<file path="src/rtl/huffman_bit_packer_if.sv">
// Stream interface for the Huffman bit packer.
//   Symbol side : sym_valid/sym_data/sym_last in, sym_ready out of the packer.
//   Byte side   : byte_valid/byte_data/byte_last/last_bits out, byte_ready in.
// The master modport is the environment that feeds symbols and consumes
// bytes; the slave modport is the packer itself.
interface huffman_bit_packer_if;
    logic       sym_valid;
    logic [7:0] sym_data;
    logic       sym_last;
    logic       sym_ready;
    logic       byte_valid;
    logic [7:0] byte_data;
    logic       byte_last;
    logic [3:0] last_bits;
    logic       byte_ready;

    modport master (
        output sym_valid, sym_data, sym_last, byte_ready,
        input  sym_ready, byte_valid, byte_data, byte_last, last_bits
    );

    modport slave (
        input  sym_valid, sym_data, sym_last, byte_ready,
        output sym_ready, byte_valid, byte_data, byte_last, last_bits
    );
endinterface

</file>
<file path="src/rtl/huffman_bit_packer.sv">
// Huffman bit packer.
// Latches a six-entry code table (HC1..HC6 code words, M1..M6 length masks)
// on a code_valid pulse, then maps symbols 1..6 to their variable-length
// codes and packs them MSB-first into bytes. Each frame (ended by sym_last)
// is flushed with the final byte zero-padded and tagged with byte_last and
// the number of meaningful bits in last_bits.
// Ports:
//   clk, reset      clock, asynchronous active-high reset
//   code_valid      one-cycle pulse: HC1..HC6 / M1..M6 are valid
//   HC1..HC6        right-aligned code words
//   M1..M6          contiguous-ones length masks
//   bus (slave)     symbol stream in, byte stream out (see interface)
//   table_ok        a code table has been loaded
//   err_sym         one-cycle pulse after an illegal/zero-length symbol
module huffman_bit_packer #(
    parameter int NSYM  = 6,
    parameter int BUF_W = 16
) (
    input  logic                  clk,
    input  logic                  reset,
    input  logic                  code_valid,
    input  logic [7:0]            HC1,
    input  logic [7:0]            HC2,
    input  logic [7:0]            HC3,
    input  logic [7:0]            HC4,
    input  logic [7:0]            HC5,
    input  logic [7:0]            HC6,
    input  logic [7:0]            M1,
    input  logic [7:0]            M2,
    input  logic [7:0]            M3,
    input  logic [7:0]            M4,
    input  logic [7:0]            M5,
    input  logic [7:0]            M6,
    huffman_bit_packer_if.slave   bus,
    output logic                  table_ok,
    output logic                  err_sym
);

    localparam int CNT_W = $clog2(BUF_W + 1);

    typedef enum logic [1:0] {
        ST_IDLE  = 2'd0,
        ST_RUN   = 2'd1,
        ST_FLUSH = 2'd2
    } state_t;

    // Number of ones in a length mask gives the code length.
    function automatic logic [3:0] popcount8(input logic [7:0] v);
        logic [3:0] c;
        c = 4'd0;
        for (int i = 0; i < 8; i++) begin
            c = c + {3'd0, v[i]};
        end
        return c;
    endfunction

    // Low-bit mask of the given length, so only HC[L-1:0] is ever appended.
    function automatic logic [7:0] len_mask(input logic [3:0] len);
        logic [7:0] m;
        m = 8'd0;
        for (int i = 0; i < 8; i++) begin
            m[i] = (4'(i) < len);
        end
        return m;
    endfunction

    state_t              state_r, state_n;
    logic [BUF_W-1:0]    buf_r, buf_n;
    logic [CNT_W-1:0]    count_r, count_n;
    logic [7:0]          hc_r [NSYM];
    logic [7:0]          m_r  [NSYM];
    logic [7:0]          hc_in_s [NSYM];
    logic [7:0]          m_in_s  [NSYM];
    logic                table_ok_r;
    logic                err_sym_r, err_sym_n;
    logic                frame_active_r, frame_active_n;
    logic                table_load_s;

    logic                sym_ready_s;
    logic                byte_valid_s;
    logic                byte_last_s;
    logic                accept_s;
    logic                emit_s;
    logic                sym_legal_s;
    logic [2:0]          sym_idx_s;
    logic [3:0]          code_len_s;
    logic [7:0]          code_s;
    logic                sym_err_s;
    logic [BUF_W-1:0]    buf_base_s;
    logic [CNT_W-1:0]    cnt_base_s;
    logic [CNT_W-1:0]    shamt_s;
    logic [BUF_W-1:0]    code_wide_s;

    assign hc_in_s[0] = HC1;
    assign hc_in_s[1] = HC2;
    assign hc_in_s[2] = HC3;
    assign hc_in_s[3] = HC4;
    assign hc_in_s[4] = HC5;
    assign hc_in_s[5] = HC6;
    assign m_in_s[0]  = M1;
    assign m_in_s[1]  = M2;
    assign m_in_s[2]  = M3;
    assign m_in_s[3]  = M4;
    assign m_in_s[4]  = M5;
    assign m_in_s[5]  = M6;

    // Output decode: every output is a function of registers only.
    always_comb begin
        sym_ready_s  = (state_r == ST_RUN) && (count_r <= CNT_W'(8));
        byte_valid_s = (count_r >= CNT_W'(8)) || (state_r == ST_FLUSH);
        byte_last_s  = (state_r == ST_FLUSH) && (count_r <= CNT_W'(8));
    end

    assign bus.sym_ready  = sym_ready_s;
    assign bus.byte_valid = byte_valid_s;
    assign bus.byte_data  = buf_r[BUF_W-1:BUF_W-8];
    assign bus.byte_last  = byte_last_s;
    assign bus.last_bits  = byte_last_s ? count_r[3:0] : 4'd0;
    assign table_ok       = table_ok_r;
    assign err_sym        = err_sym_r;

    assign accept_s = sym_ready_s && bus.sym_valid;
    assign emit_s   = byte_valid_s && bus.byte_ready;

    // Symbol lookup: out-of-range symbols never index the table.
    always_comb begin
        sym_legal_s = (bus.sym_data >= 8'd1) && (bus.sym_data <= 8'(NSYM));
        sym_idx_s   = bus.sym_data[2:0] - 3'd1;
        code_len_s  = 4'd0;
        code_s      = 8'd0;
        if (sym_legal_s) begin
            code_len_s = popcount8(m_r[sym_idx_s]);
            code_s     = hc_r[sym_idx_s] & len_mask(code_len_s);
        end else begin
            code_len_s = 4'd0;
            code_s     = 8'd0;
        end
        sym_err_s = !sym_legal_s || (code_len_s == 4'd0);
    end

    // Accumulator after a same-cycle emit, and the append position relative
    // to it, so accept-and-emit at count==8 lands the code at the top.
    always_comb begin
        if (emit_s) begin
            buf_base_s = buf_r << 8;
            cnt_base_s = count_r - CNT_W'(8);
        end else begin
            buf_base_s = buf_r;
            cnt_base_s = count_r;
        end
        shamt_s     = CNT_W'(BUF_W) - cnt_base_s - CNT_W'(code_len_s);
        code_wide_s = {{(BUF_W-8){1'b0}}, code_s} << shamt_s;
    end

    // Next-state, accumulator and table-load decisions.
    always_comb begin
        state_n        = state_r;
        buf_n          = buf_r;
        count_n        = count_r;
        frame_active_n = frame_active_r;
        err_sym_n      = 1'b0;
        table_load_s   = 1'b0;
        case (state_r)
            ST_IDLE: begin
                if (code_valid) begin
                    table_load_s = 1'b1;
                    state_n      = ST_RUN;
                end else begin
                    state_n      = ST_IDLE;
                end
            end
            ST_RUN: begin
                if (accept_s) begin
                    frame_active_n = 1'b1;
                    err_sym_n      = sym_err_s;
                    if (sym_err_s) begin
                        buf_n   = buf_base_s;
                        count_n = cnt_base_s;
                    end else begin
                        buf_n   = buf_base_s | code_wide_s;
                        count_n = cnt_base_s + CNT_W'(code_len_s);
                    end
                    if (bus.sym_last) begin
                        state_n = ST_FLUSH;
                    end else begin
                        state_n = ST_RUN;
                    end
                end else begin
                    buf_n   = buf_base_s;
                    count_n = cnt_base_s;
                    // Reload only between frames, so a frame keeps its table.
                    if (code_valid && (count_r == CNT_W'(0)) && !frame_active_r) begin
                        table_load_s = 1'b1;
                    end else begin
                        table_load_s = 1'b0;
                    end
                end
            end
            ST_FLUSH: begin
                if (emit_s) begin
                    if (count_r <= CNT_W'(8)) begin
                        buf_n          = '0;
                        count_n        = '0;
                        frame_active_n = 1'b0;
                        state_n        = ST_RUN;
                    end else begin
                        buf_n   = buf_r << 8;
                        count_n = count_r - CNT_W'(8);
                    end
                end else begin
                    state_n = ST_FLUSH;
                end
            end
            default: begin
                state_n        = ST_IDLE;
                buf_n          = '0;
                count_n        = '0;
                frame_active_n = 1'b0;
            end
        endcase
    end

    // Control and accumulator registers.
    always_ff @(posedge clk or posedge reset) begin
        if (reset) begin
            state_r        <= ST_IDLE;
            buf_r          <= '0;
            count_r        <= '0;
            frame_active_r <= 1'b0;
            err_sym_r      <= 1'b0;
        end else begin
            state_r        <= state_n;
            buf_r          <= buf_n;
            count_r        <= count_n;
            frame_active_r <= frame_active_n;
            err_sym_r      <= err_sym_n;
        end
    end

    // Code table storage.
    always_ff @(posedge clk or posedge reset) begin
        if (reset) begin
            table_ok_r <= 1'b0;
            for (int i = 0; i < NSYM; i++) begin
                hc_r[i] <= 8'd0;
                m_r[i]  <= 8'd0;
            end
        end else if (table_load_s) begin
            table_ok_r <= 1'b1;
            for (int i = 0; i < NSYM; i++) begin
                hc_r[i] <= hc_in_s[i];
                m_r[i]  <= m_in_s[i];
            end
        end
    end

endmodule

</file>
<file path="src/flat_wrapper.sv">
// flat-port wrapper written by rule: the top's interface ports become plain ports
module huffman_bit_packer_flat 
#(
    parameter int NSYM  = 6,
    parameter int BUF_W = 16
)
  (clk, reset, code_valid, HC1, HC2, HC3, HC4, HC5, HC6, M1, M2, M3, M4, M5, M6, table_ok, err_sym, bus_sym_valid, bus_sym_data, bus_sym_last, bus_byte_ready, bus_sym_ready, bus_byte_valid, bus_byte_data, bus_byte_last, bus_last_bits);
  huffman_bit_packer_if bus_i ();
  input  logic clk;
  input  logic reset;
  input  logic code_valid;
  input  logic [7:0] HC1;
  input  logic [7:0] HC2;
  input  logic [7:0] HC3;
  input  logic [7:0] HC4;
  input  logic [7:0] HC5;
  input  logic [7:0] HC6;
  input  logic [7:0] M1;
  input  logic [7:0] M2;
  input  logic [7:0] M3;
  input  logic [7:0] M4;
  input  logic [7:0] M5;
  input  logic [7:0] M6;
  output logic table_ok;
  output logic err_sym;
  input wire logic [$bits(bus_i.sym_valid)-1:0] bus_sym_valid;
  input wire logic [$bits(bus_i.sym_data)-1:0] bus_sym_data;
  input wire logic [$bits(bus_i.sym_last)-1:0] bus_sym_last;
  input wire logic [$bits(bus_i.byte_ready)-1:0] bus_byte_ready;
  output wire logic [$bits(bus_i.sym_ready)-1:0] bus_sym_ready;
  output wire logic [$bits(bus_i.byte_valid)-1:0] bus_byte_valid;
  output wire logic [$bits(bus_i.byte_data)-1:0] bus_byte_data;
  output wire logic [$bits(bus_i.byte_last)-1:0] bus_byte_last;
  output wire logic [$bits(bus_i.last_bits)-1:0] bus_last_bits;
  assign bus_i.sym_valid = bus_sym_valid;
  assign bus_i.sym_data = bus_sym_data;
  assign bus_i.sym_last = bus_sym_last;
  assign bus_i.byte_ready = bus_byte_ready;
  assign bus_sym_ready = bus_i.sym_ready;
  assign bus_byte_valid = bus_i.byte_valid;
  assign bus_byte_data = bus_i.byte_data;
  assign bus_byte_last = bus_i.byte_last;
  assign bus_last_bits = bus_i.last_bits;
  huffman_bit_packer #(.NSYM(NSYM), .BUF_W(BUF_W)) u_core (.clk(clk), .reset(reset), .code_valid(code_valid), .HC1(HC1), .HC2(HC2), .HC3(HC3), .HC4(HC4), .HC5(HC5), .HC6(HC6), .M1(M1), .M2(M2), .M3(M3), .M4(M4), .M5(M5), .M6(M6), .bus(bus_i), .table_ok(table_ok), .err_sym(err_sym));
endmodule
</file>
<file path="config.mk">
export PLATFORM = sky130hd
export DESIGN_NAME = huffman_bit_packer_flat
export DESIGN_NICKNAME = d
export VERILOG_FILES = /design/src/rtl/huffman_bit_packer_if.sv /design/src/rtl/huffman_bit_packer.sv /design/src/flat_wrapper.sv
export SDC_FILE = /design/constraint.sdc
export NUM_CORES = 1
export LEC_CHECK = 0
export ABC_AREA = 1
export BUFFER_PORTS_ARGS = -buffer_cell sky130_fd_sc_hd__buf_2
export CORE_MARGIN = 3
export CORE_UTILIZATION = 23
export DETAILED_ROUTE_END_ITERATION = 16
export GPL_TIMING_DRIVEN = 0
export PLACE_DENSITY = 0.51
export SYNTH_ARGS = -nofsm -noshare
export SYNTH_HDL_FRONTEND = slang
export SYNTH_SLANG_ARGS = --single-unit
</file>
<file path="constraint.sdc">
create_clock -name clk -period 7.4 [get_ports clk]
set_clock_uncertainty 0.05 [all_clocks]
set_input_delay 0.37 -clock clk [delete_from_list [all_inputs] [get_ports clk]]
set_output_delay 0.37 -clock clk [all_outputs]
set_load 0.02 [all_outputs]
</file>
==> results of run 1 <==
==> state kept, by name, summed over array words and instances (netlist names) <==
register and count:
u_core.buf_r 16, u_core.count_r 5, u_core.err_sym 1, u_core.frame_active_r 1, u_core.hc_r 48, u_core.m_r 48
u_core.state_r 2, u_core.table_ok 1
==> area by class of cell <==
class | count | area [um2] | area share [%]
timing repair buffer | 130 | 683.2 | 7.375
clock inverter | 14 | 146.4 | 1.580
buffer | 47 | 262.8 | 2.837
sequential | 122 | 3053 | 32.96
clock buffer | 18 | 439.2 | 4.741
tap | 402 | 503.0 | 5.430
multi-input combinational | 748 | 3740 | 40.38
inverter | 113 | 435.4 | 4.701
==> how the worst min path moves through the flow <==
stage                    from              to  slack (ns)
4_1_cts                 M6[4]   u_core.m_r[4]        0.08
6_report                M6[4]   u_core.m_r[4]        0.09
3_5_place_dp   u_core.m_r[20]  u_core.m_r[20]        0.41
2_1_floorplan  u_core.hc_r[0]  u_core.hc_r[0]        0.39
3_3_place_gp   u_core.m_r[46]  u_core.m_r[46]        0.40
5_1_grt                 M6[4]   u_core.m_r[4]        0.09
==> critical path, delay by kind of cell <==
family	cells	cell delay, ns
buffers and inverters	7	1.12
AND/OR/NAND/NOR	9	1.10
adder cells (fa/ha/maj)	8	3.53
AO/OA/AOI/OAI	7	0.97
==> through the flow <==
stage          setup slack (ns)  power (W)  utilization [%]
6_report                 0.5594   0.003341            29.20
5_1_grt                 0.06529   0.003622            29.20
4_1_cts                 0.08013   0.003347            29.12
3_5_place_dp             -1.430   0.002483            27.18
3_3_place_gp             -1.409   0.002450            27.07
2_1_floorplan            0.4841   0.002053                -
==> timing repair <==
| item | CTS | global route |
|---|---|---|
| hold buffers | 1 | 0 |
| gates resized for setup | 8 | 8 |
| pin swaps | 0 | 1 |
| endpoints found under the hold margin | 18 | 0 |
| buffers inserted | 0 | 2 |
| endpoints found under the setup margin | 16 | 16 |
==> logic make-up after synthesis <==
| group | count (synthesis) |
|---|---|
| buffers and inverters | 163 |
| muxes | 7 |
| AOI/OAI and AO/OA | 150 |
| xor gates and xnor gates | 6 |
| adders and majority gates | 31 |
| DFF | 122 |
| and+or+nand+nor | 554 |
==> cells in the final DEF, fill, tap and decap left out, types with 3 or more instances in the layout <==
| cell | count |
|---|---|
| inv_6 | 3 |
| mux2i_1 | 7 |
| inv_2 | 5 |
| o211ai_1 | 3 |
| a21oi_1 | 29 |
| o21ai_1 | 45 |
| o21ai_0 | 53 |
| fa_1 | 7 |
| a211oi_1 | 3 |
| buf_4 | 14 |
| dfrtp_1 | 122 |
| ha_1 | 23 |
| buf_1 | 3 |
| clkinvlp_4 | 3 |
| nand3_1 | 66 |
| clkinv_4 | 4 |
| nand2_1 | 410 |
| nand4_1 | 10 |
| a31oi_1 | 3 |
| clkinv_2 | 5 |
| clkbuf_1 | 9 |
| inv_1 | 103 |
| nor2_1 | 42 |
| buf_2 | 147 |
| a32oi_1 | 8 |
| nor2_2 | 5 |
| clkbuf_16 | 17 |
| nand2_2 | 7 |
==> per-layer routing <==
metal	track usage [%]	vias up
met5	0	-
met4	3.068	0
met3	2.677	14
met2	22.26	171
met1	19.79	3279
li1	-	3565
==> power by group through the flow <==
stage	clock, W	sequential, W	combinational (W)
detailed placement	0	0.00106	0.00142
global placement	0	0.00106	0.00139
floorplan	0	0.00103	0.00103
finish	0.000840	0.00105	0.00145
global route	0.000889	0.00108	0.00165
CTS	0.000856	0.00105	0.00144
==> results.md, run 1 <==
* VDD IR max at 0.1368 mV
* Highest Clock Rate at 0.1462 GHz
* Critical R2R Capture: u_core.buf_r[3]
* Worst Hold Path Cells at 3
* Non-filler instance count after layout at 1594
* CP max FO at 19
* Worst Hold Class: in2reg
* Avg Synthesized Cell Area at 7.215 um2
* Mux contribution to synthesized area at 0.9401%
* Max-cap viol count at 0
* Highest routing layer actually used: met4
* M1 WL at 11560 um
* Post-synthesis compound-gate area fraction at 10.95%
* Io pins at 127
* Flop pwr share at 31.6%
* GRT Resource Usage Total at 13.99%
* Top cells by area, synth: dfrtp_1 (41%), nand2_1 (21%), inv_1 (5.2%)
* Part of the cycle the worst path needs at 92.44%
* FILL cells at 3535
* Int Power at 0.001915 W
* Sw Share at 42.68%
* Nets at 1320
* Initial antenna violation count at 1
* CP Class: in2reg
* Largest net degree at the start of global routing at 64
* Residual DRC at 0
* Total number of vias at 7029
* Initial Util at 23.50%
* FF-to-FF Start: u_core.m_r[17]
* CTS buffer count at 17
* Core Rows at 65
* Slew @ Worst Pin at 0.8778 ns
* Setup Viol. Count Final at 0
* # H-tree levels at 4
* I/O Buffers at 126
* Static leakage at 4.908 nW
* Count leader, synth: nand2_1
* Number of diodes at 0
* Vias in the first global route at 6933
* P&R area growth vs syn at 24.27%
* Vias per inst at 4.410
* Post-synthesis adder-cell area fraction at 5.909%
* Synth Area in Simple Gates at 31.12%
* Global placement routability congestion at 0.8363
* CTS clk-pin slew, worst paths at 0.06 ns
* Post-synth top area share at 40.96%
* Commonest cells post-synth: nand2_1 (410), dfrtp_1 (122), inv_1 (104)
* Cell mode on critical path: fa_1
* Sw power at 0.001426 W
* PwrDens at 360.7 nW/um2
* Fin. Hold Viols at 0
* Met3 wire len at 1085 um
* Mapped Cells at 1033
* Main combinational cell family by area after synthesis: simple AND/OR/NAND/NOR gates
* Post-synthesis sequential area ratio at 40.96%
* Iter 0 DRT Violations at 449
* Cell area after synthesis at 7453 um2
* Dpl cell area at 8620 um2
* Synth Warn # at 0
* Final WL at 23750 um
* Design Area, Final at 9263 um2
* Placed cells at 1562
* Largest stage delay on the critical path at 0.57 ns
* Crit path launch: bus_sym_data[0]
* Comb pwr share at 43.3%
* Fin Hold WS at 0.09363 ns
* Root buf cell: clkbuf_16
* CTS sink count at 122
* Core area at 31720 um2
* Post-DP HPWL at 18200 um
* CP arrival at 7.11 ns
* Unrepaired setup endpoints after global routing: false
* Worst Setup Start Kind: input pin
* CP endpoint: u_core.buf_r[3]
* Maximum clock insertion buffer count at 2
* XOR/XNOR Fraction of Synth Area at 0.9065%
* Yosys top cell by area: dfrtp_1
* Clock Latency Late Sink at 0.42 ns
* Main flop type after synthesis: dfrtp_1
* First-pass GRT wire length at 37550 um
* Async SR Flop Fraction at 100.0%
* Die area at 34600 um2
* Setup_tns at 0 ns
* Routed Antenna Nets at 0
* WL met2 at 10860 um
* Worst EP required at 7.67 ns
* Horiz. Die Dim at 186.0 um
* Layout cell share with drive strength beyond 1 at 19.46%
* Clock power frac at 25.1%
* Routed len/inst at 14.90 um
* Die H at 186.0 um
* R2R Setup Slk at 1.54 ns
* Syn Nets at 1174
* Number of synthesized flops with an enable pin at 0
* Min Tclk post-route at 6.841 ns
* CTS tree: yes
* Status: complete, no violations
* R2R depth at 25
* GRT Residual Overflow at 0
* Slew Viols, Final at 0
* Synth Register Bits at 122
* Drt pass-1 iters at 5
* Relative slew slack at 41.26%
* Crit path capture type: register
* Post-synth cell types at 43
* Slowest cell on crit path: fa_1
(Power assumes the default switching activity.)
==> run 2: changes to the inputs <==
--- a/config.mk
+++ b/config.mk
@@ -7,11 +7,13 @@
 export LEC_CHECK = 0
 export ABC_AREA = 1
 export BUFFER_PORTS_ARGS = -buffer_cell sky130_fd_sc_hd__buf_2
+export CELL_PAD_IN_SITES_DETAIL_PLACEMENT = 0
+export CELL_PAD_IN_SITES_GLOBAL_PLACEMENT = 1
 export CORE_MARGIN = 3
 export CORE_UTILIZATION = 23
 export DETAILED_ROUTE_END_ITERATION = 16
 export GPL_TIMING_DRIVEN = 0
-export PLACE_DENSITY = 0.51
+export PLACE_DENSITY = 0.62
 export SYNTH_ARGS = -nofsm -noshare
 export SYNTH_HDL_FRONTEND = slang
 export SYNTH_SLANG_ARGS = --single-unit
==> constraint.sdc (replaced) <==
create_clock -name clk -period 7.4 [get_ports clk]
set_clock_uncertainty 0.05 [all_clocks]
set_input_delay 1.11 -clock clk [delete_from_list [all_inputs] [get_ports clk]]
set_output_delay 1.11 -clock clk [all_outputs]
set_load 0.02 [all_outputs]
==> run 2 against run 1 <==
Against the previous run:
- cell count unchanged
- global-route usage increased by 0.53 points
- critical path depth increased by 2
- non-clock buffer count unchanged
- core utilization increased by 0.28 points
- hold slack improved by 0.33 ns
- register-to-register slack improved by 0.32 ns
- sequential power about the same
- cell area increased by 0.97%
- wire length increased by 2.0%
- critical endpoint unchanged
==> results.md, run 2 (same netlist as run 1, synthesis figures left out) <==
* CP max FO at 11
* Int Power at 0.001916 W
* Min Tclk post-route at 7.047 ns
* Initial antenna violation count at 1
* Total number of vias at 7004
* Worst path bufs/invs at 9
* Drt pass-1 iters at 5
* VDD IR max at 0.1662 mV
* Highest routing layer actually used: met4
* Dpl cell area at 8628 um2
* Fin Hold WS at 0.4190 ns
* GRT Resource Usage Total at 14.51%
* Maximum clock insertion buffer count at 2
* Root buf cell: clkbuf_16
* Sw Share at 43.30%
* Die H at 186.0 um
* Final WL at 24210 um
* Routed Antenna Nets at 0
* Setup Viol. Count Final at 0
* Horiz. Die Dim at 186.0 um
* M1 WL at 11900 um
* Max-cap viol count at 0
* Setup_tns at 0 ns
* Post-DP HPWL at 18590 um
* Slowest cell on crit path: fa_1
* Highest Clock Rate at 0.1419 GHz
* Vias per inst at 4.394
* Most frequent cells in the layout: nand2_1 (409), buf_2 (145), dfrtp_1 (122)
* Worst Hold Path Cells at 1
* Stages on worst setup path at 33
* # H-tree levels at 4
* I/O Buffers at 126
* R2R depth at 25
* Delay-heaviest family, CP: adder cells
* Crit path capture type: register
* P&R area growth vs syn at 25.48%
* Initial Util at 23.50%
* Design Area, Final at 9353 um2
* Final cell utilization of the core at 29.49%
* Clock Latency Late Sink at 0.43 ns
* Clock power frac at 24.8%
* WL met2 at 11150 um
* Relative slew slack at 43.04%
* Static leakage at 4.913 nW
* GRT Residual Overflow at 0
* Residual DRC at 0
* Global placement routability congestion at 0.8473
* Non-filler instance count after layout at 1594
* Number of diodes at 0
* Worst Setup Start Kind: input pin
* Core Rows at 65
* Io pins at 127
* Core area at 31720 um2
* CP Class: in2reg
* CTS tree: yes
* Worst EP required at 7.69 ns
* Routed len/inst at 15.19 um
* Largest stage delay on the critical path at 0.56 ns
* Placed cells at 1562
* Status: complete, no violations
* CP arrival at 7.33 ns
* Die area at 34600 um2
* Flop pwr share at 31.1%
* Worst Hold Class: reg2reg
* CTS buffer count at 17
* CTS sink count at 122
* Iter 0 DRT Violations at 430
* Fin. Hold Viols at 0
* Top flop regs: u_core.hc_r: 48 flops, u_core.m_r: 48 flops, u_core.buf_r: 16 flops
* Met3 wire len at 889 um
* Commonest non-fill, non-tap cell in the layout: nand2_1
* Vias in the first global route at 7127
* Layout cell share with drive strength beyond 1 at 20.55%
* Nets at 1320
* Largest net degree at the start of global routing at 76
* First-pass GRT wire length at 38530 um
* Slew @ Worst Pin at 0.8513 ns
* Comb pwr share at 44.1%
* CTS clk-pin slew, worst paths at 0.06 ns
* Part of the cycle the worst path needs at 95.23%
* Hold-fix buffers, CTS at 0
* PwrDens at 361.3 nW/um2
* Sw power at 0.001463 W
* Slew Viols, Final at 0
==> run 2: cell types whose count changed in the layout (fill, tap and decap cells not counted), moves of 3 or more <==
cell / change
inv_6: +4
fa_2: +3
clkinv_2: -3
fa_1: -3
ha_4: +3
ha_1: -3
==> run 2: final cells by class <==
cell class / count / area, um2
Sequential cell: 122 / 3053
Clock inverter: 13 / 130.1
Multi-Input combinational cell: 748 / 3815
Clock buffer: 19 / 452.9
Fill cell: 3565 / 22370
Inverter: 113 / 435.4
Buffer: 48 / 287.8
Tap cell: 402 / 503.0
Timing Repair Buffer: 129 / 675.6
==> run 2: worst paths after layout <==
kind                                       from           endpoint  slack, ns
max in group asynchronous                 reset  u_core.count_r[3]       5.88
worst min-delay path            u_core.table_ok    u_core.table_ok       0.42
worst max-delay path            bus_sym_data[0]    u_core.buf_r[3]       0.35
worst min register to register  u_core.table_ok    u_core.table_ok       0.42
min in group asynchronous                 reset     u_core.m_r[44]       0.65
worst max register to register   u_core.m_r[17]    u_core.buf_r[3]       1.86
==> run 2: metrics by stage <==
stage | total power, W | worst slack, ns
floorplan | 0.002057 | 0.009689
global placement | 0.002491 | -1.736
detailed placement | 0.002508 | -1.824
CTS | 0.003399 | 0.07629
global route | 0.003690 | -0.01322
finish | 0.003379 | 0.3531
==> run 2: timing repair <==
action | in CTS | in global routing
resized for setup | 22 | 17
pin swaps | 1 | 6
setup buffers | 1 | 1
setup endpoints to repair | 19 | 16
==> run 2: power by group through the flow <==
stage | clock, W | sequential [W] | combinational (W)
2_1_floorplan | 0 | 0.00103 | 0.00103
3_3_place_gp | 0 | 0.00106 | 0.00143
3_5_place_dp | 0 | 0.00106 | 0.00145
4_1_cts | 0.000860 | 0.00105 | 0.00149
5_1_grt | 0.000890 | 0.00108 | 0.00172
6_report | 0.000838 | 0.00105 | 0.00149
==> run 2: metal layers <==
metal | GRT usage (%) | up-vias
li1 | - | 3563
met1 | 19.95 | 3279
met2 | 23.70 | 147
met3 | 2.521 | 15
met4 | 3.783 | 0
met5 | 0 | -
==> run 2: worst reg2reg max path, stage by stage (launching register included) <==
cell	delay (ns)
dfrtp_1	0.37
o21ai_0	0.17
a21oi_1	0.08
o21ai_2	0.16
o21ai_0	0.11
ha_1	0.30
fa_1	0.56
inv_1	0.06
fa_1	0.51
fa_2	0.44
fa_2	0.56
nor2_4	0.17
ha_4	0.16
inv_1	0.07
fa_1	0.50
nand3_1	0.11
a21o_1	0.19
nand2_1	0.07
nand3_1	0.08
nand2_1	0.12
nand2_4	0.11
nor2_4	0.19
nand3_1	0.09
o21ai_1	0.08
nand2_1	0.05
o21ai_0	0.09
